--- src/rtl/inst_fetch_buf.sv ---
// Single-line instruction fetch buffer: serves 4-word line hits combinationally and
// refills the line from a ready/ack memory bus, words 0..3 in order, on a miss.
module inst_fetch_buf (
   input  logic        clk,
   input  logic        rst,
   input  logic        rom_ce_i,
   input  logic [31:0] rom_addr_i,
   output logic [31:0] rom_data_o,
   output logic        stall_req_o,
   input  logic        flush_i,
   output logic        bus_req_o,
   output logic [31:0] bus_addr_o,
   input  logic        bus_ack_i,
   input  logic [31:0] bus_rdata_i
);

   typedef enum logic {IDLE, FILL} state_t;

   state_t      state;
   logic [31:0] data [4];
   logic [27:0] tag;
   logic [27:0] fill_tag;
   logic        valid;
   logic        flush_pend;
   logic [1:0]  k;
   logic        hit;
   logic        unused_addr_bits;

   // Fetches are word-granular, so the byte offset never takes part in the lookup.
   assign unused_addr_bits = ^rom_addr_i[1:0];

   assign hit = (state == IDLE) && rom_ce_i && valid && (tag == rom_addr_i[31:4]);

   always_comb begin
      // NOTE: every output gets a default first, so no path through the block infers a latch.
      rom_data_o  = '0;
      stall_req_o = 1'b0;
      bus_req_o   = 1'b0;
      bus_addr_o  = '0;
      if (rst) begin
         if (state == FILL) begin
            stall_req_o = 1'b1;
            bus_req_o   = 1'b1;
            bus_addr_o  = {fill_tag, k, 2'b00};
         end else if (rom_ce_i) begin
            if (hit) rom_data_o  = data[rom_addr_i[3:2]];
            else     stall_req_o = 1'b1;
         end
      end
   end

   always_ff @(posedge clk or negedge rst) begin
      if (!rst) begin
         // NOTE: the line storage is reset too, so a refill aborted by reset leaves no stale words behind.
         state      <= IDLE;
         valid      <= 1'b0;
         flush_pend <= 1'b0;
         k          <= 2'd0;
         tag        <= '0;
         fill_tag   <= '0;
         for (int i = 0; i < 4; i++) data[i] <= '0;
      end else begin
         // NOTE: sequential state uses non-blocking assignments; later ones in the block win.
         case (state)
            IDLE: begin
               if (flush_i) valid <= 1'b0;
               if (rom_ce_i && !hit) begin
                  state      <= FILL;
                  fill_tag   <= rom_addr_i[31:4];
                  k          <= 2'd0;
                  valid      <= 1'b0;
                  flush_pend <= 1'b0;
               end
            end
            FILL: begin
               if (flush_i) flush_pend <= 1'b1;
               if (bus_ack_i) begin
                  data[k] <= bus_rdata_i;
                  k       <= k + 2'd1;
                  if (k == 2'd3) begin
                     // A flush seen at any point of the refill, including this edge, keeps the line invalid.
                     state      <= IDLE;
                     tag        <= fill_tag;
                     valid      <= !(flush_pend || flush_i);
                     flush_pend <= 1'b0;
                  end
               end
            end
            default: state <= IDLE;
         endcase
      end
   end

endmodule

--- config.mk ---
export PLATFORM = sky130hd
export DESIGN_NAME = inst_fetch_buf
export DESIGN_NICKNAME = d
export VERILOG_FILES = /design/src/rtl/inst_fetch_buf.sv
export SDC_FILE = /design/constraint.sdc
export NUM_CORES = 1
export LEC_CHECK = 0
export BUFFER_PORTS_ARGS = -buffer_cell sky130_fd_sc_hd__buf_2
export CAP_MARGIN = 5
export CORE_MARGIN = 1
export CORE_UTILIZATION = 51
export CTS_CLUSTER_SIZE = 10
export DETAILED_ROUTE_END_ITERATION = 10
export GPL_ROUTABILITY_DRIVEN = 0
export PLACE_DENSITY_LB_ADDON = 0.25
export SLEW_MARGIN = 20
export SYNTH_ARGS = -nofsm -noshare
export SYNTH_HDL_FRONTEND = slang
export SYNTH_SLANG_ARGS = --single-unit
--- constraint.sdc ---
create_clock -name clk -period 2.35 [get_ports clk]
set_input_delay 0.47 -clock clk [delete_from_list [all_inputs] [get_ports clk]]
set_output_delay 0.47 -clock clk [all_outputs]
set_load 0.05 [all_outputs]
==> summary.txt <==
STA
  • Setup_tns: -20.23 ns
  • Slew margin rel.: 0.499
  • Worst-Margin Slew: between 0.7 and 0.8 ns
  • Setup WS post-layout: -0.588 ns
  • Final hold slack: 0.106 ns
  • Final Max Slew Viols: 0
  • Final Cycle Share: 1.25
  • Final clock skew: between 0.006 and 0.007 ns
  • Period minus WS final: a little under 3 ns
  • Final setup viols: 57
  • Maximum clock rate: about 340 MHz
  • RSZ-0062 raised after global routing: true
  • Final hold viol count: 0

Critical path
  • CP Capture Type: primary output
  • Crit path max fanout: 17
  • Worst Path Class, Setup: reg -> out
  • Worst path max stage delay: between 0.5 and 0.6 ns
  • CP startpoint kind: flip-flop
  • WP data arrival: about 2.5 ns
  • CP required: between 1.5 and 2 ns
  • CP Cell Sequence: xnor2_2, nand4_1, or4_4, nor2_4, nand3_4, buf_12, nor2b_2, buf_6
  • Worst path slowest cell: or4_4

Synth
  • Post-synthesis average cell area: roughly 15 um^2
  • Simple-gate share of the synthesized area: 0.0626
  • Post-Synth XOR/XNOR Area: 0.0285
  • Library cells used by synthesis: 32
  • Syn. warnings: 0
  • Largest area contributor in the netlist: dfrtp_1
  • Dominant cell by count in the synthesized netlist: dfrtp_1
  • Share of flip-flops with an asynchronous set or reset: 1.00
  • Commonest cells post-synth: dfrtp_1, mux2_2, nor2b_1, mux4_2, and3_1
  • Main combinational cell family by area after synthesis: multiplexers
  • Seq/Total Area, Yosys: 0.549
  • Mapped cell area: about 8600 um^2
  • Adder-cell area share of the yosys netlist: 0.00581
  • Mux share of post-synthesis cell area: 0.324
  • Post-synth EDFFs: 0
  • Syn Inst Count: approximately 580
  • Yosys top cell area share: 0.549
  • Synth Area in Compound Gates: 0.00755
  • Largest cells by area after synthesis: dfrtp_1, mux2_2, mux4_2
  • Dominant synthesized flop cell: dfrtp_1
  • FF+latch count, synth: 189

Global routing
  • Largest net degree at the start of global routing: 61
  • Overall Global Routing Usage: 0.227
  • Initial antenna violation count: 2
  • First-pass GRT wire length: about 30 mm
  • Vias in the first global route: 5920
  • Grt total ovfl: 0

Detailed routing
  • DR vias/cell: roughly 5.5
  • ANT nets after route: 0
  • Initial DRC Count: roughly 170
  • WL/cell: about 19 um
  • Via count: roughly 5200
  • Post-route DRC: 0
  • DR pass1 iterations: 4
  • Post-Route WL: between 15 and 20 mm

Placed design
  • Placed Cells: approximately 900
  • Area post-placement: between 10000 and 15000 um^2
  • Worst slack, placed: -0.489 ns
  • IO Port Bufs: 130
  • Detailed placement HPWL: 12.2 mm

CTS
  • Clk sinks: 189
  • Root buffer cell: clkbuf_16
  • Clock Pin Slew Worst Setup and Hold Paths: about 0.060 ns
  • CTS tree: yes
  • CTS Buf Count: 17
  • Longest Clk Path Bufs: 2
  • CTS H-tree depth: 4
  • Worst-Skew Late Latency: 0.42 ns

Run status
  • Status: complete, but fails checks
  • Violated checks: setup timing

Floorplanning
  • Rows: between 40 and 50
  • Die Height: 132 um
  • IO Count: 135
  • Starting Density: 0.521
  • Die width: roughly 130 um
  • Core area: between 15000 and 20000 um^2
  • Die area: around 17000 um^2

Finish
  • # nets final: approximately 800
  • Seq. cell area: between 4000 and 5000 um^2
  • Fillers: ~1200
  • Ratio of cells with drive above 1 in the final layout: 0.625
  • Fin area: about 11000 um^2
  • Non-filler cells in the finished layout: about 960
  • Layout area overhead: 28.2%
  • Multi-input logic area: 4050 um^2

Pwr
  • Clock power share: 0.213
  • Pwr per Cell Area: 1250 nW/um^2
  • Net Sw Frac: 0.308
  • Net Switching: roughly 4.3 mW
  • Combinational share of power: 0.366
  • Leak: approximately 5.1 nW
  • Worst vdd ir: just over 700 uV
  • Int Power: roughly 9.6 mW
  • Seq pwr share: 0.421

Worst hold path
  • Tightest Hold Check Type: in -> async

Flow run
  • Max cap viols: 0
[final cells by class]
| cell class | count | area share |
|---|---|---|
| clock inverter | 11 | 0.0127 |
| inverter | 4 | 0.00136 |
| multi-input combinational | 348 | 0.366 |
| clock buffer | 21 | 0.0426 |
| timing repair buffer | 163 | 0.124 |
| tap | 220 | 0.0249 |
| sequential | 189 | 0.428 |
| antenna | 1 | 0.000227 |
[layer usage]
| metal | track usage | vias up | wire (um) |
|---|---|---|---|
| met5 | 0 | - | 10 |
| met4 | 0.0627 | 2 | 242 |
| met3 | 0.0584 | 19 | 718 |
| met2 | 0.400 | 101 | 9840 |
| met1 | 0.277 | 2720 | 7620 |
| li1 | - | 2379 | - |
[per-stage QoR]
stage	util	power (mW)
after floorplan	-	9.47
after global placement	0.609	10.4
after detailed placement	0.609	10.8
after CTS	0.666	13.9
after global routing	0.668	14.6
final	0.668	13.8
[timing repair]
action / CTS / global route
setup buffers: 3 / 2
endpoints found under the setup margin: 60 / 62
gates resized for setup: 70 / 7
gates cloned: 2 / 0
pin swaps: 1 / 0
hold endpoints to repair: 12 / 0
hold buffers: 1 / 0
[power by group through the flow]
stage | registers, mW | logic (mW) | clock network (mW)
2_1_floorplan | 5.56 | 3.91 | 0
3_3_place_gp | 5.69 | 4.74 | 0
3_5_place_dp | 5.88 | 4.93 | 0
4_1_cts | 5.82 | 5.10 | 3.02
5_1_grt | 6.03 | 5.41 | 3.14
6_report | 5.83 | 5.06 | 2.94
[logic make-up after synthesis]
| family | after synthesis |
|---|---|
| simple gates | 90 |
| fa+ha+maj | 4 |
| mux | 216 |
| flops | 189 |
| other cells | 1 |
| xor+xnor | 28 |
| compound gates | 8 |
| buf+inv | 41 |
[worst paths after layout]
check | start | end | slack, ns | cells after the start
worst max register to register | tag[7]$_DFFE_PN0P_ | fill_tag[26]$_DFFE_PN0P_ | -0.14 | 8
worst min-delay path | rst | fill_tag[27]$_DFFE_PN0P_ | 0.11 | 2
worst max-delay path | tag[7]$_DFFE_PN0P_ | rom_data_o[0] | -0.59 | 8
max in group asynchronous | rst | tag[7]$_DFFE_PN0P_ | 1.26 | 2
worst min register to register | data[54]$_DFFE_PN0P_ | data[54]$_DFFE_PN0P_ | 0.50 | 1
min in group clk | rom_addr_i[26] | fill_tag[22]$_DFFE_PN0P_ | 0.29 | 2
[sequential cells by signal, indices dropped and copies added (netlist names)]
name / count
valid: 1
data: 128
flush_pend: 1
tag: 28
k: 2
fill_tag: 28
state: 1
[critical path, delay by kind of cell (launching register included)]
| kind | cells | cell delay (ns) |
|---|---|---|
| flip-flops | 1 | 0.43 |
| buffers and inverters | 2 | 0.36 |
| AND/OR/NAND/NOR | 5 | 1.09 |
| XOR/XNOR | 1 | 0.17 |
[cells in the final DEF (no fill, tap or decap), drive strengths merged, types with 2 or more instances in the layout]
master  instances
bufinv          3
clkbuf         22
clkinv          7
xnor2          13
conb            2
nor4            3
inv             4
nand4           4
dfrtp         189
and3           30
o21ai           3
ha              4
mux4           32
mux2          184
nand2           9
xor2           15
and2            2
buf           160
nand3           4
nor2b          35
Power figures use the tool's default switching activity.
